===== config.mk =====
export PLATFORM = sky130hd
export DESIGN_NAME = unified_mem_arbiter_flat
export DESIGN_NICKNAME = d
export VERILOG_FILES = /design/src/rtl/unified_mem_arbiter_pkg.sv /design/src/rtl/unified_mem_arbiter_if.sv /design/src/rtl/unified_mem_arbiter.sv /design/src/flat_wrapper.sv
export SDC_FILE = /design/constraint.sdc
export NUM_CORES = 1
export LEC_CHECK = 0
export BUFFER_PORTS_ARGS = -buffer_cell sky130_fd_sc_hd__buf_4
export CORE_AREA = 3 3 177 179
export CTS_BUF_LIST = sky130_fd_sc_hd__clkbuf_4 sky130_fd_sc_hd__clkbuf_8
export CTS_CLUSTER_SIZE = 16
export DETAILED_ROUTE_END_ITERATION = 7
export DIE_AREA = 0 0 180 182
export HOLD_SLACK_MARGIN = 0.1
export PLACE_DENSITY = 0.62
export RECOVER_POWER = 25
export SLEW_MARGIN = 20
export SYNTH_ARGS = -nofsm -noshare
export SYNTH_HDL_FRONTEND = slang
export SYNTH_SLANG_ARGS = --single-unit

===== constraint.sdc =====
create_clock -name clk -period 1.8 [get_ports clk]
set_input_delay 0.09 -clock clk [delete_from_list [all_inputs] [get_ports clk]]
set_output_delay 0.09 -clock clk [all_outputs]
set_load 0.1 [all_outputs]

===== src/rtl/unified_mem_arbiter_pkg.sv =====
// Shared types and helpers for the unified memory port arbiter.
// Memory returns 16 bytes big-endian; loads take their bytes from the top of that line.
package unified_mem_arbiter_pkg;

   typedef enum logic [1:0] {
      MEM_BYTE = 2'd0,
      MEM_HALF = 2'd1,
      MEM_WORD = 2'd2
   } mem_size_e;

   typedef enum logic [1:0] {
      ARB_IDLE,
      ARB_FETCH,
      ARB_DATA
   } arb_state_e;

   localparam int unsigned StreakW = 4;

   // Right-justify and zero-extend the leading bytes of a big-endian line; size 3 acts as word.
   function automatic logic [31:0] be_load_extract(input logic [127:0] rdata,
                                                   input logic [1:0]   size);
      logic [31:0] res;
      case (size)
         MEM_BYTE: res = {24'b0, rdata[127:120]};
         MEM_HALF: res = {16'b0, rdata[127:112]};
         default:  res = rdata[127:96];
      endcase
      return res;
   endfunction

endpackage


===== src/rtl/unified_mem_arbiter_if.sv =====
// Fetch, load/store and memory-port signals of the unified memory arbiter.
// slave is the arbiter's view; master is the view of whoever drives requesters and memory.
interface unified_mem_arbiter_if;

   logic         if_req;
   logic [31:0]  if_addr;
   logic         if_flush;
   logic [127:0] if_rdata;
   logic         if_ack;

   logic         d_req;
   logic         d_we;
   logic [1:0]   d_size;
   logic [31:0]  d_addr;
   logic [31:0]  d_wdata;
   logic [31:0]  d_rdata;
   logic         d_ack;

   logic         mem_req;
   logic         mem_we;
   logic [1:0]   mem_size;
   logic [31:0]  mem_addr;
   logic [31:0]  mem_wdata;
   logic [127:0] mem_rdata;
   logic         mem_ack;

   modport slave (
      input  if_req, if_addr, if_flush, d_req, d_we, d_size, d_addr, d_wdata,
             mem_rdata, mem_ack,
      output if_rdata, if_ack, d_rdata, d_ack,
             mem_req, mem_we, mem_size, mem_addr, mem_wdata
   );

   modport master (
      output if_req, if_addr, if_flush, d_req, d_we, d_size, d_addr, d_wdata,
             mem_rdata, mem_ack,
      input  if_rdata, if_ack, d_rdata, d_ack,
             mem_req, mem_we, mem_size, mem_addr, mem_wdata
   );

endinterface


===== src/rtl/unified_mem_arbiter.sv =====
// Shares the unified memory port between instruction fetch and load/store, one transaction
// at a time. Data wins ties unless fetch has waited FETCH_STARVE_MAX data grants.
module unified_mem_arbiter
   import unified_mem_arbiter_pkg::*;
#(
   parameter int unsigned FETCH_STARVE_MAX = 4
) (
   input logic                  clk,
   input logic                  rst,
   unified_mem_arbiter_if.slave bus_io
);

   localparam logic [StreakW-1:0] StreakMax = StreakW'(FETCH_STARVE_MAX);

   arb_state_e         state_q, state_d;
   logic [StreakW-1:0] streak_q, streak_d;
   logic               drop_q, drop_d;
   logic [31:0]        addr_q, addr_d;
   logic               we_q, we_d;
   logic [1:0]         size_q, size_d;
   logic [31:0]        wdata_q, wdata_d;
   logic [127:0]       if_rdata_q, if_rdata_d;
   logic [31:0]        d_rdata_q, d_rdata_d;

   logic        fetch_elig, grant_data, grant_fetch;
   logic        fetch_done, data_done, if_ack;
   logic [31:0] load_data;

   assign fetch_elig  = bus_io.if_req & ~bus_io.if_flush;
   assign grant_data  = bus_io.d_req & (~fetch_elig | (streak_q < StreakMax));
   assign grant_fetch = fetch_elig & ~grant_data;

   always_comb begin
      state_d  = state_q;
      streak_d = streak_q;
      drop_d   = drop_q;
      addr_d   = addr_q;
      we_d     = we_q;
      size_d   = size_q;
      wdata_d  = wdata_q;
      case (state_q)
         ARB_IDLE: begin
            drop_d = 1'b0;
            if (grant_data) begin
               state_d = ARB_DATA;
               addr_d  = bus_io.d_addr;
               we_d    = bus_io.d_we;
               size_d  = (bus_io.d_size == 2'd3) ? MEM_WORD : bus_io.d_size;
               wdata_d = bus_io.d_wdata;
               // Streak counts only data grants that made an eligible fetch wait.
               if (!fetch_elig) begin
                  streak_d = '0;
               end else if (streak_q != '1) begin
                  streak_d = streak_q + 1'b1;
               end
            end else if (grant_fetch) begin
               state_d  = ARB_FETCH;
               addr_d   = bus_io.if_addr;
               we_d     = 1'b0;
               size_d   = MEM_WORD;
               wdata_d  = '0;
               streak_d = '0;
            end
         end
         ARB_FETCH: begin
            drop_d = drop_q | bus_io.if_flush;
            if (bus_io.mem_ack) begin
               state_d = ARB_IDLE;
               drop_d  = 1'b0;
            end
         end
         ARB_DATA: begin
            if (bus_io.mem_ack) state_d = ARB_IDLE;
         end
         default: state_d = ARB_IDLE;
      endcase
   end

   // Completion is combinational from mem_ack; a flush in the ack cycle still suppresses it.
   assign fetch_done = (state_q == ARB_FETCH) & bus_io.mem_ack;
   assign data_done  = (state_q == ARB_DATA) & bus_io.mem_ack;
   assign if_ack     = fetch_done & ~drop_q & ~bus_io.if_flush;
   assign load_data  = we_q ? 32'd0 : be_load_extract(bus_io.mem_rdata, size_q);
   assign if_rdata_d = if_ack ? bus_io.mem_rdata : if_rdata_q;
   assign d_rdata_d  = data_done ? load_data : d_rdata_q;

   always_ff @(posedge clk) begin
      if (rst) begin
         state_q    <= ARB_IDLE;
         streak_q   <= '0;
         drop_q     <= 1'b0;
         addr_q     <= '0;
         we_q       <= 1'b0;
         size_q     <= '0;
         wdata_q    <= '0;
         if_rdata_q <= '0;
         d_rdata_q  <= '0;
      end else begin
         state_q    <= state_d;
         streak_q   <= streak_d;
         drop_q     <= drop_d;
         addr_q     <= addr_d;
         we_q       <= we_d;
         size_q     <= size_d;
         wdata_q    <= wdata_d;
         if_rdata_q <= if_rdata_d;
         d_rdata_q  <= d_rdata_d;
      end
   end

   assign bus_io.mem_req   = (state_q != ARB_IDLE);
   assign bus_io.mem_we    = we_q;
   assign bus_io.mem_size  = size_q;
   assign bus_io.mem_addr  = addr_q;
   assign bus_io.mem_wdata = wdata_q;
   assign bus_io.if_ack    = if_ack;
   assign bus_io.if_rdata  = if_rdata_d;
   assign bus_io.d_ack     = data_done;
   assign bus_io.d_rdata   = d_rdata_d;

endmodule


===== src/flat_wrapper.sv =====
// flat-port wrapper written by rule: the top's interface ports become plain ports
module unified_mem_arbiter_flat import unified_mem_arbiter_pkg::*;
#(
   parameter int unsigned FETCH_STARVE_MAX = 4
)
  (clk, rst, bus_io_if_req, bus_io_if_addr, bus_io_if_flush, bus_io_d_req, bus_io_d_we, bus_io_d_size, bus_io_d_addr, bus_io_d_wdata, bus_io_mem_rdata, bus_io_mem_ack, bus_io_if_rdata, bus_io_if_ack, bus_io_d_rdata, bus_io_d_ack, bus_io_mem_req, bus_io_mem_we, bus_io_mem_size, bus_io_mem_addr, bus_io_mem_wdata);
  unified_mem_arbiter_if bus_io_i ();
  input logic clk;
  input logic rst;
  input wire logic [$bits(bus_io_i.if_req)-1:0] bus_io_if_req;
  input wire logic [$bits(bus_io_i.if_addr)-1:0] bus_io_if_addr;
  input wire logic [$bits(bus_io_i.if_flush)-1:0] bus_io_if_flush;
  input wire logic [$bits(bus_io_i.d_req)-1:0] bus_io_d_req;
  input wire logic [$bits(bus_io_i.d_we)-1:0] bus_io_d_we;
  input wire logic [$bits(bus_io_i.d_size)-1:0] bus_io_d_size;
  input wire logic [$bits(bus_io_i.d_addr)-1:0] bus_io_d_addr;
  input wire logic [$bits(bus_io_i.d_wdata)-1:0] bus_io_d_wdata;
  input wire logic [$bits(bus_io_i.mem_rdata)-1:0] bus_io_mem_rdata;
  input wire logic [$bits(bus_io_i.mem_ack)-1:0] bus_io_mem_ack;
  output wire logic [$bits(bus_io_i.if_rdata)-1:0] bus_io_if_rdata;
  output wire logic [$bits(bus_io_i.if_ack)-1:0] bus_io_if_ack;
  output wire logic [$bits(bus_io_i.d_rdata)-1:0] bus_io_d_rdata;
  output wire logic [$bits(bus_io_i.d_ack)-1:0] bus_io_d_ack;
  output wire logic [$bits(bus_io_i.mem_req)-1:0] bus_io_mem_req;
  output wire logic [$bits(bus_io_i.mem_we)-1:0] bus_io_mem_we;
  output wire logic [$bits(bus_io_i.mem_size)-1:0] bus_io_mem_size;
  output wire logic [$bits(bus_io_i.mem_addr)-1:0] bus_io_mem_addr;
  output wire logic [$bits(bus_io_i.mem_wdata)-1:0] bus_io_mem_wdata;
  assign bus_io_i.if_req = bus_io_if_req;
  assign bus_io_i.if_addr = bus_io_if_addr;
  assign bus_io_i.if_flush = bus_io_if_flush;
  assign bus_io_i.d_req = bus_io_d_req;
  assign bus_io_i.d_we = bus_io_d_we;
  assign bus_io_i.d_size = bus_io_d_size;
  assign bus_io_i.d_addr = bus_io_d_addr;
  assign bus_io_i.d_wdata = bus_io_d_wdata;
  assign bus_io_i.mem_rdata = bus_io_mem_rdata;
  assign bus_io_i.mem_ack = bus_io_mem_ack;
  assign bus_io_if_rdata = bus_io_i.if_rdata;
  assign bus_io_if_ack = bus_io_i.if_ack;
  assign bus_io_d_rdata = bus_io_i.d_rdata;
  assign bus_io_d_ack = bus_io_i.d_ack;
  assign bus_io_mem_req = bus_io_i.mem_req;
  assign bus_io_mem_we = bus_io_i.mem_we;
  assign bus_io_mem_size = bus_io_i.mem_size;
  assign bus_io_mem_addr = bus_io_i.mem_addr;
  assign bus_io_mem_wdata = bus_io_i.mem_wdata;
  unified_mem_arbiter #(.FETCH_STARVE_MAX(FETCH_STARVE_MAX)) u_core (.clk(clk), .rst(rst), .bus_io(bus_io_i));
endmodule

Yosys cells after proc, flatten, opt, wreduce, memory -nomap -nowiden
Index checks and enable logic that the tools add are counted.
{"block": "classes", "n_mux": 23, "shift": 0, "n_reduce_logical": 9, "bitwise": 13, "n_addsub": 1, "n_mul": 0, "order_cmp": 1, "n_eq_ne": 8, "n_div": 0}
{"op": "$mux 32", "n": 6}
{"op": "$mux 128", "n": 1}
{"op": "$pmux 32 s2", "n": 1}
{"op": "$mux 4", "n": 4}
{"op": "$mux 2", "n": 6}
{"op": "$and 1x1->1", "n": 7}
{"op": "$reduce_bool 2->1", "n": 3}
{"op": "$add 4x1->4 const B", "n": 1}
{"op": "$eq 2x1->1 const B", "n": 2}
{"op": "$eq 2x2->1 const B", "n": 2}
{"op": "$logic_not 2->1", "n": 2}
{"op": "$lt 4x3->1 const B", "n": 1}
{"op": "$ne 4x4->1 const B", "n": 1}
{"op": "$not 1->1", "n": 4}
{"op": "$pmux 2 s2", "n": 1}
{"op": "$reduce_and 2->1", "n": 2}
{"op": "$mux 1", "n": 3}
{"op": "$ne 3x1->1 const B", "n": 1}
{"op": "$ne 3x3->1 const B", "n": 1}
{"op": "$reduce_and 3->1", "n": 1}
{"op": "$ne 2x1->1 const B", "n": 1}
{"op": "$or 1x1->1", "n": 2}
{"op": "$pmux 1 s2", "n": 1}
{"op": "$reduce_or 2->1", "n": 1}
{"block": "totals", "wordCells": 64, "inputBits": 233, "mem_bits_rw": 0, "latchBits": 0, "rom_bits": 0, "reg_bits": 234, "memories": 0, "output_inout_bits": 230}

Depth between registers and ports, before layout
Gate-level depths: netlist of the first run.
{"block": "depth", "word_depth": 10, "mapped_depth": 9, "depth_no_buf": 6}

Least setup slack after synthesis of the first run
Ideal clock, no wire load.
{"block": "synth_timing", "path_kind": "register to register", "from": "register u_core.size_q[1] (netlist: u_core.bus_io.mem_size[1])", "to": "register u_core.d_rdata_q[15]", "path_stages_with_launch": 6, "n_path_buf": 2, "setup_time_ns": 0.071, "setup_slack_ns": -1.549, "required_time_ns": 1.729, "period_less_slack_ns": 3.349, "t_arrival_ns": 3.278, "path_cell_list": "dfxtp_1 > buf_2 > clkbuf_1 > a22oi_1 > o21ai_1 > nor2b_1"}
{"block": "synth_via", "elab_chain_len": 4, "word_cells_on_any_way": 5, "classes_between": "eq/ne: 1; mux: 3; reduce/logical: 1"}
{"element": "start: declaration", "line_no": "unified_mem_arbiter.sv:20", "rtl": "logic [1:0] size_q, size_d;"}
{"element": "start signal: assignment", "line_no": "unified_mem_arbiter.sv:104", "rtl": "size_q <= size_d;"}
{"element": "$eq 2x1->1 or $logic_not 2->1 (tied branches)", "line_no": "unified_mem_arbiter_pkg.sv:23", "rtl": "case (size)"}
{"element": "$pmux 32 s2 (*)", "line_no": "unified_mem_arbiter_pkg.sv:23"}
{"element": "$mux 32 (*)", "line_no": "unified_mem_arbiter.sv:83", "rtl": "assign load_data = we_q ? 32'd0 : be_load_extract(bus_io.mem_rdata, size_q);"}
{"element": "$mux 32 (*)", "line_no": "unified_mem_arbiter.sv:85", "rtl": "assign d_rdata_d = data_done ? load_data : d_rdata_q;"}
{"element": "via bus_io_d_rdata[15]", "line_no": "flat_wrapper.sv:22", "rtl": "output wire logic [$bits(bus_io_i.d_rdata)-1:0] bus_io_d_rdata;"}
{"element": "end signal: assignment", "line_no": "unified_mem_arbiter.sv:107", "rtl": "d_rdata_q <= d_rdata_d;"}
{"element": "end: declaration", "line_no": "unified_mem_arbiter.sv:23", "rtl": "logic [31:0] d_rdata_q, d_rdata_d;"}
The timed path passes the listed nets; every way through them passes the cells marked *.
A chain may end at the register's enable or synchronous reset.

Worst setup path in the final report of the first run
{"block": "layout_timing", "from": "register u_core.state_q[1]", "to": "output bus_io_if_rdata[121]"}
{"block": "layout_via", "elab_chain_len": 5}
{"element": "start: declaration", "line_no": "unified_mem_arbiter.sv:15", "rtl": "arb_state_e state_q, state_d;"}
{"element": "start signal: assignment", "line_no": "unified_mem_arbiter.sv:99", "rtl": "state_q <= state_d;"}
{"element": "$eq 2x1->1", "line_no": "unified_mem_arbiter.sv:80", "rtl": "assign fetch_done = (state_q == ARB_FETCH) & bus_io.mem_ack;"}
{"element": "$and 1x1->1", "line_no": "unified_mem_arbiter.sv:80"}
{"element": "$and 1x1->1 (2 in series)", "line_no": "unified_mem_arbiter.sv:82", "rtl": "assign if_ack = fetch_done & ~drop_q & ~bus_io.if_flush;"}
{"element": "$mux 128", "line_no": "unified_mem_arbiter.sv:84", "rtl": "assign if_rdata_d = if_ack ? bus_io.mem_rdata : if_rdata_q;"}
{"element": "end: declaration", "line_no": "flat_wrapper.sv:20", "rtl": "output wire logic [$bits(bus_io_i.if_rdata)-1:0] bus_io_if_rdata;"}
Every way passes these cells.

==> qor.yml, run 1 <==
drt:
  antenna_left: 0
  routedWlPerCell_um: 20.57
  routed_via_density: 4.743
  wirelength_mm: 41.00
  dr.pass1.iters: 5
  drt_iter0_markers: 409
  via_count: 9452
  drc_errors: 0
logic_synthesis:
  yosysWarnings: 0
  syn_area_um2: 9946
  synth-seq-area-share_pct: 47.10
  synth_top_cell_by_area: "dfxtp_1"
  netlist_instances: 844
  synth_seq_cells: 234
  synth_nets: 1081
  synth_top_area_share_pct: 47.10
  syn-mean-instance-area_um2: 11.78
  synth.distinct_cells: 42
  synth_area_leaders: "dfxtp_1, mux2_4, and2b_1"
placement:
  hpwlAfterDp_mm: 25.78
  port_buffers: 462
  dp_slack_ps: -75.52
  gp_congestion: 0.7916
clocking:
  cts_sinks: 234
  cts_buffers: 43
  tritoncts: "done"
  clkTransAtPathRegs_ps: 60
  htree_levels: 2
  clock_latency_ps: 530
  cts_max_path_buffers: 3
  root_buffer: "clkbuf_8"
floorplan:
  dieArea_um2: 32760
  rows: 63
  pin_count: 463
  start_util_pct: 33.47
  core_region_area_um2: 29720
  die_h_um: 182
  die_w_um: 180
grt:
  grt.total_usage_pct: 23.76
  grt_max_degree: 66
  grt_pass1_vias: 10420
  grt-ovfl-total: 0
  antenna_found_initial: 1
  grt_pass1_wl_mm: 61.73
min_path:
  hold_path.class: "in2reg"
sta:
  relSlewSlack_pct: 60.05
  fin_skew_ps: 13.45
  rsz0062_at_grt: "true"
  fmax_mhz: 419.3
  fin_crit_ps: 2385
  tightest_slew_ps: 601.8
  hold_violations: 0
  finalSetupViolations: 238
  finalCritPeriodShare_pct: 132.5
  slew_violations: 0
  fin_ws_ps: -585.0
finish:
  drive_above_1_share_pct: 48.13
  area_growth_pct: 92.02
  multi_input_area_um2: 5044
  post-route-util_pct: 64.27
  regArea_um2: 4696
  fill_cells: 2091
  fin_nets: 1810
flow_run:
  cap_viol_max_count: 0
critical_path:
  r2r_setup_slack_ps: -70
  crit_arrival_ps: 2300
  cp_max_fo: 16
  required_ps: 1710
  worstSetupEndpointType: "output port"
  start_kind: "flip-flop"
  crit_type: "reg2out"
status:
  status: "complete, but fails checks"
  failed_checks: "negative setup slack"
pwr:
  powerDensity_nw_per_um2: 764.4
  ir_worst_vdd_mv: 0.5818
  p_leak_uw: 0.008656
[where the power goes]
group | total [uW] | switching, uW | internal (uW) | leakage, uW
sequential | 5470 | 120 | 5350 | 0.00190
clock | 5380 | 2270 | 3110 | 0.000481
combinational | 3750 | 2330 | 1410 | 0.00628
total | 14600 | 4730 | 9870 | 0.00866
[synth_stat cells (all sizes together)]
cell       n
a211o      8
a211oi     1
a21oi      7
a22o      16
a22oi     73
a32o       8
a32oi      1
and2       1
and2b    111
buf       39
clkbuf    29
dfxtp    234
ha         4
inv        5
mux2     128
nand2     16
nand2b     8
nand4      1
nand4b     1
nor2      40
nor2b     61
nor3       2
nor3b      3
o21a       1
o21ai     10
o2bb2ai   32
o31ai      2
or2        2
[cell type report]
cell class,count,area share [%]
Clock buffer,67,4.206
Tap cell,390,2.555
Clock inverter,7,0.4520
Multi-Input combinational cell,537,26.41
Antenna cell,1,0.01310
Sequential cell,234,24.59
Timing Repair Buffer,752,41.66
Inverter,5,0.1179
[registers in the layout, indices dropped and copies added, names as in the netlist]
register,count
u_core.bus_io.mem_addr,32
u_core.bus_io.mem_size,2
u_core.bus_io.mem_wdata,32
u_core.bus_io.mem_we,1
u_core.d_rdata_q,32
u_core.drop_q,1
u_core.if_rdata_q,128
u_core.state_q,2
u_core.streak_q,4
[routing by layer]
metal	track usage [%]	routed length, um
met3	6.410	2983
met1	26.39	15640
met4	8.787	1316
met5	0	0
met2	43.45	21060
[through the flow]
stage          area (um2)  hold WS [ps]  std cells  setup TNS (ps)  total power [uW]
2_1_floorplan       10290         230.5        844          -21170              7695
3_3_place_gp        14230         335.0       1670           -3761              8705
3_5_place_dp        14230         344.5       1670           -5926              8722
4_1_cts             19140         111.3       1990          -84950             14700
5_1_grt             19100         163.3       1992         -106000             15110
6_report            19100         152.1       1993          -82790             14600
[layout by cell type (no fill, tap or decap), types with 43 or more instances in the layout]
| master | instances |
|---|---|
| clkbuf_8 | 48 |
| dlygate4sd3_1 | 236 |
| nor2b_1 | 61 |
| and2b_1 | 111 |
| buf_12 | 105 |
| buf_4 | 277 |
| clkbuf_2 | 43 |
| a22oi_1 | 73 |
| buf_6 | 51 |
| dfxtp_1 | 229 |
| mux2_4 | 123 |
[kinds of logic after synthesis]
kind of cell | Yosys count | share of synthesized area (%)
AND/OR/NAND/NOR | 246 | 15.94
flip-flops | 234 | 47.10
AO/OA/AOI/OAI | 159 | 12.57
multiplexers | 128 | 18.61
buffers and inverters | 73 | 5.284
adder cells (fa/ha/maj) | 4 | 0.5032
[worst max-delay path, stage by stage, from the launching register on]
cell and delay [ps]:
dfxtp_2 320, inv_2 70, ha_4 150, nand2_4 50, nor3_4 150, buf_6 140, buf_12 160, buf_12 190
mux2_4 330, buf_6 190
[timing repair]
action | in CTS | in global routing
hold buffers | 236 | 0
resized for setup | 379 | 13
setup buffers | 8 | 3
cloned | 2 | 1
setup endpoints to repair | 232 | 293
hold endpoints to repair | 232 | 0
pin swaps | 3 | 1
[path summary, 6_finish.rpt]
kind | from | depth (start not counted) | to
min | bus_io_if_req | 5 | u_core.streak_q[0]
max reg2reg | u_core.state_q[1] | 9 | u_core.if_rdata_q[82]
min reg2reg | u_core.bus_io.mem_addr[6] | 1 | u_core.bus_io.mem_addr[6]
max | u_core.state_q[1] | 9 | bus_io_if_rdata[121]
Note: power is estimated with default switching activity, not from simulation.
==> inputs of run 2 (changes only) <==
--- a/config.mk
+++ b/config.mk
@@ -5,6 +5,7 @@
 export SDC_FILE = /design/constraint.sdc
 export NUM_CORES = 1
 export LEC_CHECK = 0
+export ABC_AREA = 1
 export BUFFER_PORTS_ARGS = -buffer_cell sky130_fd_sc_hd__buf_4
 export CORE_AREA = 3 3 177 179
 export CTS_BUF_LIST = sky130_fd_sc_hd__clkbuf_4 sky130_fd_sc_hd__clkbuf_8
==> run 2 against run 1 <==
The run still ends with negative setup slack left. First-iteration DRC count up 71%. Count of clock-buffer cells in the layout up 1. Wire length up 29%. Global-route usage up 4.3 points. Critical path type unchanged. Critical endpoint is now bus_io_if_rdata[42]. Largest cell class unchanged.
==> qor.yml, run 2 <==
grt:
  grt_max_degree: 96  # was 66
  grt_most_used_layer: "met2"  # unchanged
  use_met2_pct: 50.01  # was 43.45%
  grt-ovfl-total: 0  # unchanged
  use_met1_pct: 30.75  # was 26.39%
  grt_pass1_wl_mm: 73.85  # was 61.73 mm
  antenna_found_initial: 3  # was 1
  grt_use_met3_pct: 6.190  # was 6.410%
  grt_pass1_vias: 13630  # was 10.42k
  grt.total_usage_pct: 28.06  # was 23.76%
drt:
  via_count: 13170  # was 9452
  wirelength_mm: 52.81  # was 41.00 mm
  drc_errors: 0  # unchanged
  dr.pass1.iters: 7  # was 5
  routedWlPerCell_um: 19.90  # was 20.57 um
  drt_iter0_markers: 701  # was 409
  antenna_left: 0  # unchanged
  routed_via_density: 4.961  # was 4.743
logic_synthesis:
  yosysWarnings: 0  # unchanged
  synth.distinct_cells: 29  # was 42
  synth_seq_cells: 234  # unchanged
  synthArstFlopShare_pct: 0  # unchanged
  synth_area_leaders: "dfxtp_1, nand2_1, nor2_1"  # was dfxtp_1, mux2_4, and2b_1
  netlist_instances: 1401  # was 844
  yosysMostFrequentCell: "nand2_1"  # was dfxtp_1
  synth_nets: 1638  # was 1081
  syn-mean-instance-area_um2: 7.100  # was 11.78 um2
  synth-seq-area-share_pct: 47.09  # was 47.10%
  syn_area_um2: 9947  # was 9946 um2
  synth_top_area_share_pct: 47.09  # was 47.10%
  synth_edf_count: 0  # unchanged
  synth_top_cell_by_area: "dfxtp_1"  # unchanged
  synth_ff_type: "dfxtp_1"  # unchanged
  synth_commonest_cells: "nand2_1, dfxtp_1, nor2_1, inv_1, o21ai_1"  # was dfxtp_1, and2b_1, mux2_4, a22oi_1, nor2b_1
finish:
  layout_commonest_cell: "buf_4"  # unchanged
  regArea_um2: 4696  # unchanged
  multi_input_area_um2: 5719  # was 5044 um2
  fin_nets: 2467  # was 1810
  largest_reg_flops: 128  # unchanged
  fill_cells: 1885  # was 2091
  drive_above_1_share_pct: 47.72  # was 48.13%
  area_growth_pct: 119.5  # was 92.02%
  post-route-util_pct: 73.47  # was 64.27%
  layout_common_cells: "buf_4, dlygate4sd3_1, dfxtp_1, nand2_1, nor2_1"  # was buf_4, dlygate4sd3_1, dfxtp_1, mux2_4, and2b_1
  regMostFlops: "u_core.if_rdata_q"  # unchanged
floorplan:
  pin_count: 463  # unchanged
  rows: 63  # unchanged
  start_util_pct: 33.47  # about the same
  core_region_area_um2: 29720  # unchanged
  dieArea_um2: 32760  # unchanged
  die_h_um: 182  # unchanged
  die_w_um: 180  # unchanged
sta:
  fmax_mhz: 415.2  # was 419.3 MHz
  hold_violations: 0  # unchanged
  fin_ws_ps: -608.7  # was -585.0 ps
  fin_skew_ps: 22.42  # was 13.45 ps
  relSlewSlack_pct: 59.70  # was 60.05%
  slew_violations: 0  # unchanged
  rsz0062_at_grt: "true"  # unchanged
  finalCritPeriodShare_pct: 133.8  # was 132.5%
  fin_crit_ps: 2409  # was 2385 ps
  hold_slack_ps: 181.3  # was 152.1 ps
  tightest_slew_ps: 607.1  # was 601.8 ps
  finalSetupViolations: 175  # was 238
placement:
  gp_congestion: 0.8253  # was 0.7916
  port_buffers: 462  # unchanged
  dp_slack_ps: 0.9484  # was -75.52 ps
  hpwlAfterDp_mm: 27.74  # was 25.78 mm
pwr:
  p_seq_share_pct: 32.0  # was 37.4%
  p_leak_uw: 0.01004  # was 0.008656 uW
  p_switching_uw: 6756  # was 4728 uW
  ir_worst_vdd_mv: 0.7515  # was 0.5818 mV
  p_int_uw: 10640  # was 9871 uW
  power_uw: 17400  # was 14600 uW
  switching_share_pct: 38.84  # was 32.38%
  powerDensity_nw_per_um2: 796.7  # was 764.4 nW/um2
  comb_power_share_pct: 36.9  # was 25.7%
  power.share.clock_pct: 31.2  # was 36.9%
min_path:
  hold_depth: 6  # was 5
  hp-start: "bus_io_mem_ack"  # was bus_io_if_req
  min_to: "u_core.d_rdata_q[21]"  # was u_core.streak_q[0]
  hold_path.class: "in2reg"  # unchanged
flow_run:
  cap_viol_max_count: 0  # unchanged
critical_path:
  r2r_cells: 11  # was 9
  cpLargestDelayFamily: "buffers and inverters"  # unchanged
  cp_slowest_cell: "dfxtp_2"  # was mux2_4
  worstSetupEndpointType: "output port"  # unchanged
  r2r_end: "u_core.bus_io.mem_addr[19]"  # was u_core.if_rdata_q[82]
  crit_type: "reg2out"  # unchanged
  max_stage_delay_ps: 350  # was 330 ps
  start_kind: "flip-flop"  # unchanged
  crit_buf_inv: 6  # was 5
  critPathMostFrequentCell: "buf_12"
  required_ps: 1710  # about the same
  cp_max_fo: 17  # was 16
  crit_path_cell_trace: "inv_2 -> ha_4 -> nand3_4 -> inv_8 -> buf_12 -> buf_16 -> or2_1 -> o21ai_2 -> clkinvlp_4 -> buf_12"  # was inv_2 -> ha_4 -> nand2_4 -> nor3_4 -> buf_6 -> buf_12 -> buf_12 -> mux2_4 -> buf_6
  r2r_setup_slack_ps: -120  # was -70 ps
  r2r-start: "u_core.state_q[0]"  # was u_core.state_q[1]
  crit_arrival_ps: 2320  # was 2300 ps
clocking:
  tritoncts: "done"  # unchanged
  htree_levels: 2  # unchanged
  clock_latency_ps: 540  # was 530 ps
  root_buffer: "clkbuf_8"  # unchanged
  cts_sinks: 234  # unchanged
  cts_max_path_buffers: 3  # unchanged
  cts_buffers: 43  # unchanged
  clkTransAtPathRegs_ps: 60  # about the same
status:
  failed_checks: "negative setup slack"  # unchanged
  status: "complete, but fails checks"  # unchanged
[run 2: cell count changes after synthesis, sizes merged, moves of 66 or more]
cell / change
or2: +126
nand2: +276
mux2: -128
a21oi: +66
nor2: +178
inv: +171
a22oi: -73
o21ai: +124
and2b: -111
[run 2: worst max-delay path by stage]
stage,start,endpoint,slack (ps),depth (start not counted)
after floorplan,u_core.state_q[1],bus_io_if_rdata[68],-70,9
after global placement,u_core.state_q[1],bus_io_if_rdata[23],20,8
after detailed placement,u_core.state_q[1],bus_io_if_rdata[27],0.9,8
after CTS,u_core.state_q[1],bus_io_if_rdata[45],-550,10
after global routing,u_core.state_q[1],bus_io_if_rdata[42],-680,10
final,u_core.state_q[1],bus_io_if_rdata[42],-610,10
[run 2: repair_timing]
item                                   CTS  global route
cloned                                   9             1
pin swaps                               20            19
setup endpoints to repair              163           183
hold buffers                           235             0
gates resized for setup                458           173
setup buffers                           37            42
endpoints found under the hold margin  233             0
[run 2: worst min-delay path: stages]
cell and delay (ps):
buf_4 140, nand2_4 90, nor3_4 50, buf_6 150, nand2_4 80, a21oi_1 50
[run 2: metrics by stage]
| step | cells | cell area, um2 | setup TNS [ps] |
|---|---|---|---|
| floorplan | 1401 | 10870 | -1262 |
| global placement | 2255 | 15240 | 0 |
| global route | 2654 | 21830 | -88820 |
| CTS | 2611 | 20920 | -75150 |
| detailed placement | 2255 | 15240 | 0 |
| finish | 2654 | 21830 | -73880 |
[run 2: logic make-up after synthesis]
logic type / Yosys count / synth area share [%]
DFF: 234 / 47.09
AOI/OAI and AO/OA: 207 / 10.53
buffers and inverters: 261 / 10.73
adders and majority gates: 4 / 0.5032
and+or+nand+nor: 695 / 31.14
[run 2: layout make-up]
class                   instances  area share [%]
multi-input cells             906           26.19
clock inverters                 8          0.2178
flip-flops and latches        234           21.51
repair buffers                869           41.09
well taps                     390           2.235
diodes                          3         0.03438
inverters                     176           4.774
clock buffers                  68           3.943
[run 2: per-layer routing]
layer / vias up / share of wire, % / routed length, um
met1: 6236 / 36 / 19160
li1: 5984 / - / -
met5: - / 0 / 0
met2: 735 / 51 / 26690
met4: 0 / 6.0 / 3177
met3: 211 / 7.2 / 3777
[run 2: power groups by stage]
stage	combinational [uW]	sequential, uW	clock, uW
after floorplan	2580	6600	0
after global placement	5000	5640	0
after detailed placement	5020	5650	0
after CTS	6050	5550	5470
after global routing	6650	5580	5730
final	6410	5560	5420
